`config.mk`:
```
export PLATFORM = sky130hd
export DESIGN_NAME = stall_flush_pipeline_regs_flat
export DESIGN_NICKNAME = d
export VERILOG_FILES = /design/src/rtl/stall_flush_pipeline_regs_if.sv /design/src/rtl/stall_flush_pipeline_regs.sv /design/src/flat_wrapper.sv
export SDC_FILE = /design/constraint.sdc
export NUM_CORES = 1
export LEC_CHECK = 0
export ABC_AREA = 1
export CAP_MARGIN = 20
export CORE_MARGIN = 4
export CORE_UTILIZATION = 46
export DETAILED_ROUTE_END_ITERATION = 6
export DONT_BUFFER_PORTS = 1
export GPL_TIMING_DRIVEN = 0
export PLACE_DENSITY = 0.64
export SYNTH_ARGS = -nofsm -noshare
export SYNTH_HDL_FRONTEND = slang
export SYNTH_SLANG_ARGS = --single-unit
export TNS_END_PERCENT = 30
```
`constraint.sdc`:
```
create_clock -name Clk -period 1.5 [get_ports Clk]
set_clock_uncertainty 0.05 [all_clocks]
set_input_delay 0.3 -clock Clk [delete_from_list [all_inputs] [get_ports Clk]]
set_output_delay 0.3 -clock Clk [all_outputs]
set_load 0.02 [all_outputs]
```
`src/rtl/stall_flush_pipeline_regs_if.sv`:
```
// rtl/stall_flush_pipeline_regs_if.sv - hazard-control and pipeline-register bundle
interface stall_flush_pipeline_regs_if;
    logic        PCWriteEnable;
    logic        IFIDWriteEnable;
    logic        IDEXFlush;
    logic        Branch;
    logic [31:0] BranchTarget;
    logic [31:0] IFInstruction;
    logic [15:0] IDControl;
    logic [31:0] PC;
    logic [31:0] IDInstruction;
    logic [31:0] IDPCPlus4;
    logic [31:0] EXInstruction;
    logic [31:0] EXPCPlus4;
    logic [15:0] EXControl;
    logic [15:0] StallCount;
    logic [15:0] FlushCount;
    logic        StallActive;
    logic        LongStall;
    logic        ProtocolError;

    // Hazard unit / fetch side drives control and instruction inputs.
    modport master (
        output PCWriteEnable, IFIDWriteEnable, IDEXFlush, Branch,
        output BranchTarget, IFInstruction, IDControl,
        input  PC, IDInstruction, IDPCPlus4, EXInstruction, EXPCPlus4, EXControl,
        input  StallCount, FlushCount, StallActive, LongStall, ProtocolError
    );

    // Pipeline register block.
    modport slave (
        input  PCWriteEnable, IFIDWriteEnable, IDEXFlush, Branch,
        input  BranchTarget, IFInstruction, IDControl,
        output PC, IDInstruction, IDPCPlus4, EXInstruction, EXPCPlus4, EXControl,
        output StallCount, FlushCount, StallActive, LongStall, ProtocolError
    );
endinterface

```
`src/rtl/stall_flush_pipeline_regs.sv`:
```
// rtl/stall_flush_pipeline_regs.sv - PC, IF/ID, ID/EX registers with stall/flush control and stall monitor
module stall_flush_pipeline_regs (
    input  logic                         Clk,
    input  logic                         Reset,
    stall_flush_pipeline_regs_if.slave   bus
);

    typedef enum logic [1:0] {
        RUN   = 2'd0,
        STALL = 2'd1,
        HUNG  = 2'd2
    } state_t;

    state_t      state;
    state_t      state_next;
    logic [2:0]  consec_stall;
    logic [2:0]  consec_next;
    logic [31:0] pc_plus4;

    // Wraps naturally at 2^32.
    assign pc_plus4 = bus.PC + 32'd4;

    // PC and IF/ID: a closed PC write gate also blocks a branch redirect.
    always_ff @(posedge Clk) begin
        if (Reset) begin
            bus.PC            <= 32'd0;
            bus.IDInstruction <= 32'd0;
            bus.IDPCPlus4     <= 32'd0;
        end else begin
            if (bus.PCWriteEnable) begin
                bus.PC <= bus.Branch ? bus.BranchTarget : pc_plus4;
            end
            if (bus.IFIDWriteEnable) begin
                if (bus.Branch) begin
                    bus.IDInstruction <= 32'd0;
                    bus.IDPCPlus4     <= 32'd0;
                end else begin
                    bus.IDInstruction <= bus.IFInstruction;
                    bus.IDPCPlus4     <= pc_plus4;
                end
            end
        end
    end

    // ID/EX: flush inserts a bubble regardless of the front-end enables.
    always_ff @(posedge Clk) begin
        if (Reset || bus.IDEXFlush) begin
            bus.EXInstruction <= 32'd0;
            bus.EXPCPlus4     <= 32'd0;
            bus.EXControl     <= 16'd0;
        end else begin
            bus.EXInstruction <= bus.IDInstruction;
            bus.EXPCPlus4     <= bus.IDPCPlus4;
            bus.EXControl     <= bus.IDControl;
        end
    end

    // Saturating stall and redirect counters.
    always_ff @(posedge Clk) begin
        if (Reset) begin
            bus.StallCount <= 16'd0;
            bus.FlushCount <= 16'd0;
        end else begin
            if (!bus.PCWriteEnable && bus.StallCount != 16'hFFFF) begin
                bus.StallCount <= bus.StallCount + 16'd1;
            end
            if (bus.PCWriteEnable && bus.Branch && bus.FlushCount != 16'hFFFF) begin
                bus.FlushCount <= bus.FlushCount + 16'd1;
            end
        end
    end

    // Stall monitor state register.
    always_ff @(posedge Clk) begin
        if (Reset) begin
            state        <= RUN;
            consec_stall <= 3'd0;
        end else begin
            state        <= state_next;
            consec_stall <= consec_next;
        end
    end

    // Stall monitor next-state: four consecutive stalled cycles mean HUNG.
    always_comb begin
        state_next  = state;
        consec_next = consec_stall;
        case (state)
            RUN: begin
                if (!bus.PCWriteEnable) begin
                    state_next  = STALL;
                    consec_next = 3'd1;
                end
            end
            STALL: begin
                if (bus.PCWriteEnable) begin
                    state_next  = RUN;
                    consec_next = 3'd0;
                end else if (consec_stall == 3'd3) begin
                    state_next  = HUNG;
                    consec_next = 3'd4;
                end else begin
                    consec_next = consec_stall + 3'd1;
                end
            end
            HUNG: begin
                if (bus.PCWriteEnable) begin
                    state_next  = RUN;
                    consec_next = 3'd0;
                end
            end
            default: begin
                state_next  = RUN;
                consec_next = 3'd0;
            end
        endcase
    end

    // Registered status flags; LongStall and ProtocolError are sticky until reset.
    always_ff @(posedge Clk) begin
        if (Reset) begin
            bus.StallActive   <= 1'b0;
            bus.LongStall     <= 1'b0;
            bus.ProtocolError <= 1'b0;
        end else begin
            bus.StallActive <= (state_next != RUN);
            if (state_next == HUNG && state != HUNG) begin
                bus.LongStall <= 1'b1;
            end
            if (bus.PCWriteEnable != bus.IFIDWriteEnable) begin
                bus.ProtocolError <= 1'b1;
            end
        end
    end

endmodule

```
`src/flat_wrapper.sv`:
```
// flat-port wrapper written by rule: the top's interface ports become plain ports
module stall_flush_pipeline_regs_flat 
  (Clk, Reset, bus_PCWriteEnable, bus_IFIDWriteEnable, bus_IDEXFlush, bus_Branch, bus_BranchTarget, bus_IFInstruction, bus_IDControl, bus_PC, bus_IDInstruction, bus_IDPCPlus4, bus_EXInstruction, bus_EXPCPlus4, bus_EXControl, bus_StallCount, bus_FlushCount, bus_StallActive, bus_LongStall, bus_ProtocolError);
  stall_flush_pipeline_regs_if bus_i ();
  input  logic Clk;
  input  logic Reset;
  input wire logic [$bits(bus_i.PCWriteEnable)-1:0] bus_PCWriteEnable;
  input wire logic [$bits(bus_i.IFIDWriteEnable)-1:0] bus_IFIDWriteEnable;
  input wire logic [$bits(bus_i.IDEXFlush)-1:0] bus_IDEXFlush;
  input wire logic [$bits(bus_i.Branch)-1:0] bus_Branch;
  input wire logic [$bits(bus_i.BranchTarget)-1:0] bus_BranchTarget;
  input wire logic [$bits(bus_i.IFInstruction)-1:0] bus_IFInstruction;
  input wire logic [$bits(bus_i.IDControl)-1:0] bus_IDControl;
  output wire logic [$bits(bus_i.PC)-1:0] bus_PC;
  output wire logic [$bits(bus_i.IDInstruction)-1:0] bus_IDInstruction;
  output wire logic [$bits(bus_i.IDPCPlus4)-1:0] bus_IDPCPlus4;
  output wire logic [$bits(bus_i.EXInstruction)-1:0] bus_EXInstruction;
  output wire logic [$bits(bus_i.EXPCPlus4)-1:0] bus_EXPCPlus4;
  output wire logic [$bits(bus_i.EXControl)-1:0] bus_EXControl;
  output wire logic [$bits(bus_i.StallCount)-1:0] bus_StallCount;
  output wire logic [$bits(bus_i.FlushCount)-1:0] bus_FlushCount;
  output wire logic [$bits(bus_i.StallActive)-1:0] bus_StallActive;
  output wire logic [$bits(bus_i.LongStall)-1:0] bus_LongStall;
  output wire logic [$bits(bus_i.ProtocolError)-1:0] bus_ProtocolError;
  assign bus_i.PCWriteEnable = bus_PCWriteEnable;
  assign bus_i.IFIDWriteEnable = bus_IFIDWriteEnable;
  assign bus_i.IDEXFlush = bus_IDEXFlush;
  assign bus_i.Branch = bus_Branch;
  assign bus_i.BranchTarget = bus_BranchTarget;
  assign bus_i.IFInstruction = bus_IFInstruction;
  assign bus_i.IDControl = bus_IDControl;
  assign bus_PC = bus_i.PC;
  assign bus_IDInstruction = bus_i.IDInstruction;
  assign bus_IDPCPlus4 = bus_i.IDPCPlus4;
  assign bus_EXInstruction = bus_i.EXInstruction;
  assign bus_EXPCPlus4 = bus_i.EXPCPlus4;
  assign bus_EXControl = bus_i.EXControl;
  assign bus_StallCount = bus_i.StallCount;
  assign bus_FlushCount = bus_i.FlushCount;
  assign bus_StallActive = bus_i.StallActive;
  assign bus_LongStall = bus_i.LongStall;
  assign bus_ProtocolError = bus_i.ProtocolError;
  stall_flush_pipeline_regs u_core (.Clk(Clk), .Reset(Reset), .bus(bus_i));
endmodule
```
## Yosys cells after proc, flatten, opt, wreduce, memory -nomap -nowiden

Index checks and enable logic that the tools add are counted.

- Add/sub/neg operators: 4
- Equal/unequal tests: 10
- Multiplexer cells: 13
- Reductions and logical operators: 9

Operators with widths:

| kind | number |
|---|---|
| 32-bit 2-to-1 mux | 3 |
| 16-bit by 1-bit adder with 16-bit output (second input constant) | 2 |
| 32-bit by 3-bit adder with 32-bit output (second input constant) | 1 |
| 16-bit inequality test (second input constant) | 2 |
| 3-bit 2-to-1 mux | 4 |
| 3-bit case mux with 3 select lines | 1 |
| 2-bit 2-to-1 mux | 4 |
| 2-bit inequality test (second input constant) | 3 |
| 2-bit case mux with 3 select lines | 1 |
| 2-bit == test (second input constant) | 2 |
| 1-bit logical AND | 4 |
| 3-bit by 1-bit adder with 3-bit output (second input constant) | 1 |
| 3-bit by 2-bit == test with 1-bit output (second input constant) | 1 |
| 2-bit by 1-bit == test with 1-bit output (second input constant) | 1 |
| 2-bit logical NOT | 1 |
| 2-bit AND reduction | 1 |
| 2-bit nonzero test | 1 |
| 1-bit logical NOT | 1 |
| 1-bit logical OR | 1 |
| 1-bit inequality test | 1 |

- Bits in registers: 216
- Bits of input ports: 86
- Output and inout bits: 211
- Word-level logic and storage cells: 49

## Depth between registers and ports, before layout

Gate-level depths: netlist of run 1.

- Word-level depth: 6
- Gate-level depth with buffers: 12
- Gate-level depth less buffers: 12

## Least setup slack after synthesis of run 1

OpenSTA, ideal clock, no wires.

- Path type: reg-to-reg
- From: reg u_core.bus.FlushCount[0]
- To: reg u_core.bus.FlushCount[0]
- Setup time: 0.128 ns
- Data arrival time: 1.586 ns
- Data required time: 1.322 ns
- Slack: -0.263 ns
- Cell stages (with the launch flop): 11
- Path buffers: 1
- Period minus slack after synthesis: 1.763 ns
- Path through: dfxtp_1 ha_1 nand2_1 nor2_2 inv_2 nor2_2 nand3_1 nand2_2 buf_6 xor2_1 nor2_1

- Word-level cells in the longest chain between the ends: 2
- Elaborated cells on any way between the ends: 3
- Those cells by class: add/sub (1); eq/ne (1); reduce/logical (1)

Ends and longest elaborated chain:

| what | line | source |
|---|---|---|
| start: declaration | stall_flush_pipeline_regs_if.sv:35 | `output StallCount, FlushCount, StallActive, LongStall, ProtocolError` |
| start signal: assignment | stall_flush_pipeline_regs.sv:68 | `bus.FlushCount <= bus.FlushCount + 16'd1;` |
| branches (longest 2 deep; another with 16-bit by 1-bit adder with 16-bit output) | - |  |

Several ways; the timed one is not identified.
A chain may end at the register's enable or synchronous reset.

## Worst setup path in the final report of run 1

- From: reg u_core.bus.FlushCount[0]
- To: reg u_core.bus.FlushCount[5]

Same word-level chain as after synthesis.

==> run_results.csv, run 1 <==
group,metric,value,unit
run_status,outcome,"finished with violations",
run_status,violations,"negative setup slack",
global_route,grt_max_degree,14,
detailed_routing,post_drt_wl_per_cell,18.6,um
synthesis,syn-instance-count,1224,
place,pre_cts_ws,-0.515,ns
synthesis,yosysTopAreaCell,"dfxtp_1",
setup_path,endpoint_kind,"flip-flop",
detailed_routing,antenna_left,0,
global_route,use_met1,30.5,%
place,dpl.cell_count,1484,
sta,fin_crit,1.69,ns
pwr,power_frac_seq,48.8,%
pwr,clockPowerShare,43.8,%
pwr,internal-power,9.72,mW
sta,maxSlewViolCount,0,
global_route,grt_usage,25.8,%
synthesis,synth.distinct_cells,38,
synthesis,synth_top_area_share,48.7,%
pwr,switching_share,25.5,%
global_route,top_usage_layer,"met2",
setup_path,crit_arrival,2.06,ns
floorplanning,core_area,0.0188,sq mm
synthesis,synth_area,0.00888,sq mm
finish,final_util,61.4,%
global_route,gr-usage-met2,44.2,%
setup_path,path_class,"reg2reg",
finish,instances_no_fill,1621,
detailed_routing,vias_per_cell,5.28,
pwr,p_per_area,1130,mW/mm^2
detailed_routing,wirelength,30100,um
flow_run,max-cap-violations,0,
clocking,cts_root_buffer,"clkbuf_16",
pwr,ir_drop,724,uV
clocking,cts_made_buffers,23,
finish,fillers,1649,
global_route,antenna_found_initial,1,
pwr,power_switching,3.32,mW
clocking,htreeDepth,1,
sta,rsz0062_at_grt,"yes",
detailed_routing,num_vias,8563,
sta,fmax,0.593,GHz
sta,min_period_over_period,112,%
global_route,grt_pass1_wl,44800,um
clocking,cts_max_path_buffers,3,
synthesis,syn_avg_cell_area,7.26,sq um
clocking,clock-sinks,216,
pwr,leakagePower,4.30,nW
clocking,insertion_delay,0.51,ns
place,dp_hpwl,21300,um
sta,final_hold_viol_count,0,
detailed_routing,drc,0,
clocking,path_clk_slew,0.06,ns
finish,drive_gt1_share,18.2,%
global_route,grt-ovfl-total,0,
global_route,grt_pass1_vias,8013,
sta,relSlewSlack,52.3,%
place,globalplace.congestion,0.942,
global_route,grt_util_met3,8.27,%
place,port_buffers,0,
sta,setup_viol,66,
clocking,tritoncts,"yes",
floorplanning,rows,50,
synthesis,seq_area_frac_synth,48.7,%
synthesis,synthTopCellsByArea,"dfxtp_1, nand2_1, inv_1",
sta,worst_slack,-0.187,ns
place,dpl-instance-area,0.00930,sq mm
floorplanning,die-area,0.0216,sq mm
floorplanning,die_h,147,um
sta,tightestPinTransition,0.716,ns
synthesis,syn_nets,1315,
finish,final_area,0.0116,sq mm
finish,area_growth,30.2,%
min_path,hp-class,"in2reg",
finish,fin_nets,1435,
floorplanning,initial_core_util,47.2,%
detailed_routing,drt_iter0_drc,465,
floorplanning,die_w,147,um
synthesis,ys_ff_latch,216,
setup_path,cp_data_required_time,1.87,ns
synthesis,synth_warnings,0,
floorplanning,io_pins,297,
setup_path,cp_max_fo,5,
setup_path,critPathLaunchType,"flip-flop",
detailed_routing,drt_first_pass_iters,6,
pwr,share_comb_of_total_power,7.4,%
sta,whs,0.0147,ns
-- critical path: stages (launching register included) --
cell	delay, ns
dfxtp_4	0.43
ha_4	0.17
nand2_4	0.05
nor2_4	0.11
inv_2	0.05
nor2_4	0.09
nand3_2	0.10
nand2_4	0.13
buf_6	0.15
o21ai_1	0.07
a21oi_1	0.20
-- power groups by stage --
stage	clock (mW)	sequential [mW]	combinational, mW
floorplan	0	6.39	0.513
global placement	0	6.49	0.697
detailed placement	0	6.49	0.710
CTS	5.79	6.36	0.910
global route	6.01	6.38	1.06
finish	5.72	6.36	0.964
-- metal layers --
layer | vias up | wire length (um) | part of all wire (%)
li1 | 4118 | - | -
met1 | 4002 | 11600 | 39
met2 | 384 | 14600 | 48
met3 | 59 | 3010 | 10
met4 | 0 | 910 | 3.0
met5 | - | 0 | 0
-- cell type report --
cell class / count / area [sq um] / share of cell area, %
clock buffer: 32 / 629 / 5.44
tap: 260 / 325 / 2.81
buffer: 59 / 280 / 2.42
multi-input combinational: 780 / 4160 / 36.0
antenna: 2 / 5.00 / 0.0433
sequential: 216 / 4470 / 38.6
timing repair buffer: 95 / 935 / 8.08
clock inverter: 8 / 119 / 1.03
inverter: 169 / 646 / 5.58
-- synthesized netlist by cell type, drive strengths merged --
| cell type | number |
|---|---|
| a211oi | 2 |
| a21oi | 115 |
| a22o | 1 |
| a31oi | 5 |
| a32o | 1 |
| and2 | 3 |
| buf | 22 |
| clkbuf | 37 |
| clkinv | 3 |
| dfxtp | 216 |
| ha | 5 |
| inv | 166 |
| nand2 | 257 |
| nand3 | 87 |
| nand3b | 1 |
| nand4 | 18 |
| nor2 | 172 |
| nor3 | 20 |
| nor4 | 1 |
| o211ai | 1 |
| o21ai | 67 |
| o21bai | 2 |
| or2 | 1 |
| xnor2 | 6 |
| xor2 | 15 |
-- cells by family after synthesis --
| group | Yosys count | synth area share, % |
|---|---|---|
| adders and majority gates | 5 | 0.704 |
| DFF | 216 | 48.7 |
| and+or+nand+nor | 560 | 27.1 |
| buffers and inverters | 228 | 10.2 |
| AOI/OAI and AO/OA | 194 | 11.3 |
| xor gates and xnor gates | 21 | 2.07 |
-- what timing repair did --
item / CTS / global route
endpoints found under the hold margin: 73 / 0
pin swaps: 17 / 22
hold buffers: 73 / 0
cloned: 2 / 0
resized for setup: 102 / 104
setup buffers: 12 / 8
setup endpoints to repair: 83 / 89
-- path summary, 6_finish.rpt --
path / from / slack, ns / depth (start not counted) / to
worst max-delay path: u_core.bus.FlushCount[0] / -0.19 / 10 / u_core.bus.FlushCount[5]
worst min-delay path: bus_BranchTarget[23] / 0.01 / 4 / u_core.bus.PC[23]
worst max register to register: u_core.bus.FlushCount[0] / -0.19 / 10 / u_core.bus.FlushCount[5]
worst min register to register: u_core.consec_stall[2] / 0.42 / 2 / u_core.consec_stall[2]
-- placed cells by master (no fill, tap or decap), drive strengths merged, types with 3 or more instances in the layout --
cell | Yosys | routed
a21oi | 115 | 115
a31oi | 5 | 5
and2 | 3 | 3
buf | 22 | 44
bufinv | 0 | 3
clkbuf | 37 | 69
clkinv | 3 | 6
dfxtp | 216 | 216
dlygate4sd3 | 0 | 73
ha | 5 | 5
inv | 166 | 167
nand2 | 257 | 257
nand3 | 87 | 87
nand4 | 18 | 18
nor2 | 172 | 172
nor3 | 20 | 20
o21ai | 67 | 67
xnor2 | 6 | 6
xor2 | 15 | 15
-- per-stage QoR --
step | TNS (ns) | total power, mW
after global placement | -33.51 | 7.19
after detailed placement | -35.27 | 7.20
after global routing | -11.27 | 13.5
after CTS | -5.16 | 13.1
after floorplan | -0.249 | 6.91
final | -5.39 | 13.0
-- registers in the layout (all words and copies together) (netlist names) --
name,flops
u_core.bus.EXPCPlus4,32
u_core.bus.IDPCPlus4,32
u_core.bus.StallActive,1
u_core.bus.EXInstruction,32
u_core.bus.StallCount,16
u_core.bus.PC,32
u_core.consec_stall,3
u_core.bus.LongStall,1
u_core.bus.EXControl,16
u_core.bus.FlushCount,16
u_core.bus.IDInstruction,32
u_core.bus.ProtocolError,1
u_core.state,2
(Power assumes the default switching activity.)
==> run 2: changes to the inputs <==
--- a/config.mk
+++ b/config.mk
@@ -8,11 +8,11 @@
 export ABC_AREA = 1
 export CAP_MARGIN = 20
 export CORE_MARGIN = 4
-export CORE_UTILIZATION = 46
+export CORE_UTILIZATION = 57
 export DETAILED_ROUTE_END_ITERATION = 6
 export DONT_BUFFER_PORTS = 1
 export GPL_TIMING_DRIVEN = 0
-export PLACE_DENSITY = 0.64
+export PLACE_DENSITY = 0.76
 export SYNTH_ARGS = -nofsm -noshare
 export SYNTH_HDL_FRONTEND = slang
 export SYNTH_SLANG_ARGS = --single-unit
==> run 2 against run 1 <==
Net effect: the run still ends with negative setup slack left; first-iteration DRC count is 37% higher; utilization is 14 points higher; clock power is 3% lower.
==> run_results.csv, run 2 (same netlist as run 1, synthesis figures left out) <==
group,metric,value,unit
detailed_routing,num_vias,8691,
sta,rsz0062_at_grt,"yes",
finish,regArea,0.00447,sq mm
setup_path,cp_common_cell,"nor2_4",
clocking,cts_root_buffer,"clkbuf_16",
place,dpl-instance-area,0.00924,sq mm
floorplanning,die_h,133,um
setup_path,crit_chain,"ha_4, nand2_4, nor2_4, inv_2, nor2_4, nand3_4, nand2_8, buf_6, xor2_1, nor2_1",
sta,worst_slack,-0.222,ns
clocking,htreeDepth,1,
setup_path,crit_arrival,2.03,ns
setup_path,path_class,"reg2reg",
place,pre_cts_ws,-0.400,ns
min_path,hp-start,"bus_BranchTarget[22]",
run_status,outcome,"finished with violations",
floorplanning,initial_core_util,58.2,%
flow_run,max-cap-violations,0,
setup_path,cp_top_family,"simple AND/OR/NAND/NOR gates",
setup_path,critPathMaxStageDelay,0.43,ns
finish,fin_nets,1432,
finish,fillers,1130,
place,globalplace.congestion,0.937,
detailed_routing,vias_per_cell,5.56,
setup_path,endpoint_kind,"flip-flop",
sta,fin_crit,1.72,ns
setup_path,slowest_stage,"dfxtp_4",
floorplanning,die_w,133,um
floorplanning,core_area,0.0153,sq mm
global_route,grt_max_degree,15,
pwr,share_comb_of_total_power,7.6,%
global_route,gr-usage-met2,55.6,%
sta,tightestPinTransition,0.665,ns
finish,drive_gt1_share,18.6,%
pwr,p_per_area,1130,mW/mm^2
min_path,min_delay_path_depth,4,
floorplanning,rows,45,
sta,min_period_over_period,115,%
finish,area_growth,28.8,%
finish,multi_input_area,0.00414,sq mm
setup_path,path_buf_inv,2,
place,dpl.cell_count,1435,
clocking,clock-sinks,216,
global_route,grt_util_met3,6.20,%
setup_path,cp_data_required_time,1.81,ns
setup_path,critPathLaunchType,"flip-flop",
sta,relSlewSlack,55.6,%
place,dp_hpwl,20400,um
detailed_routing,wirelength,29800,um
sta,maxSlewViolCount,0,
global_route,use_met1,37.8,%
clocking,insertion_delay,0.50,ns
pwr,internal-power,9.61,mW
global_route,grt-ovfl-total,0,
floorplanning,io_pins,297,
pwr,power_switching,3.29,mW
detailed_routing,drt_first_pass_iters,6,
min_path,hp-class,"in2reg",
pwr,ir_drop,817,uV
finish,mostFrequentLayoutCells,"nand2_1, inv_1, dfxtp_1",
setup_path,r2r_cells,10,
clocking,path_clk_slew,0.06,ns
place,port_buffers,0,
sta,setup_viol,69,
sta,final_hold_viol_count,0,
setup_path,crit_cells,10,
setup_path,cp_max_fo,5,
global_route,antenna_found_initial,0,
detailed_routing,drt_iter0_drc,639,
detailed_routing,drc,0,
global_route,grt_usage,31.1,%
finish,layout_commonest_cell,"nand2_1",
clocking,cts_made_buffers,22,
finish,instances_no_fill,1564,
pwr,clockPowerShare,43.2,%
pwr,power_frac_seq,49.2,%
pwr,leakagePower,4.24,nW
run_status,violations,"negative setup slack",
global_route,grt_pass1_vias,7949,
detailed_routing,antenna_left,0,
finish,final_area,0.0114,sq mm
setup_path,startpoint,"u_core.bus.FlushCount[0]",
detailed_routing,post_drt_wl_per_cell,19.0,um
finish,diodes,0,
floorplanning,die-area,0.0176,sq mm
clocking,tritoncts,"yes",
global_route,top_usage_layer,"met2",
pwr,switching_share,25.5,%
clocking,cts_max_path_buffers,3,
global_route,grt_pass1_wl,44200,um
setup_path,r2r-start,"u_core.bus.FlushCount[0]",
sta,fmax,0.581,GHz
## run 2: per-layer routing
layer / routed length (um) / vias to the layer above
met1: 11000 / 4044
met4: 983 / 0
li1: - / 4101
met5: 0 / -
met3: 2850 / 71
met2: 14900 / 475
## run 2: layout make-up
class                      count  area share (%)
buffer                        59            2.45
clock buffer                  30            5.62
clock inverter                 6           0.700
inverter                     169            5.66
multi-input combinational    780            36.1
sequential                   216            39.1
tap                          211            2.31
timing repair buffer          93            8.06
## run 2: per-stage QoR
step | utilization [%] | setup TNS [ns] | total power, mW | hold WS, ns
after floorplan | - | -0.249 | 6.91 | 0.362
after global placement | 60.5 | -24.04 | 7.16 | 0.365
after detailed placement | 60.5 | -25.68 | 7.18 | 0.366
after CTS | 72.3 | -5.97 | 12.8 | 0.00163
after global routing | 75.0 | -12.88 | 13.3 | 0.0250
final | 75.0 | -7.48 | 12.9 | 0.0110
## run 2: worst reg2reg max path, cell delays in order, from the launching register on
cell,delay [ns]
dfxtp_4,0.43
ha_4,0.17
nand2_4,0.06
nor2_4,0.10
inv_2,0.06
nor2_4,0.11
nand3_4,0.12
nand2_8,0.15
buf_6,0.14
xor2_1,0.14
nor2_1,0.06
## run 2: worst paths after layout
kind                                            endpoint  slack [ns]
worst min-delay path                   u_core.bus.PC[22]        0.01
worst min register to register    u_core.consec_stall[2]        0.42
worst max register to register  u_core.bus.FlushCount[0]       -0.22
worst max-delay path            u_core.bus.FlushCount[0]       -0.22
## run 2: timing repair
item	in CTS	in global routing
gates resized for setup	103	93
hold endpoints to repair	71	0
gates cloned	1	2
buffers inserted	12	7
pin swaps	22	22
endpoints found under the setup margin	82	85
hold buffers	71	0
## run 2: power by group through the flow
stage,clock (mW),combinational [mW],sequential (mW)
after floorplan,0,0.513,6.39
after global placement,0,0.683,6.48
after detailed placement,0,0.697,6.48
after CTS,5.58,0.886,6.35
after global routing,5.83,1.07,6.36
final,5.57,0.977,6.35
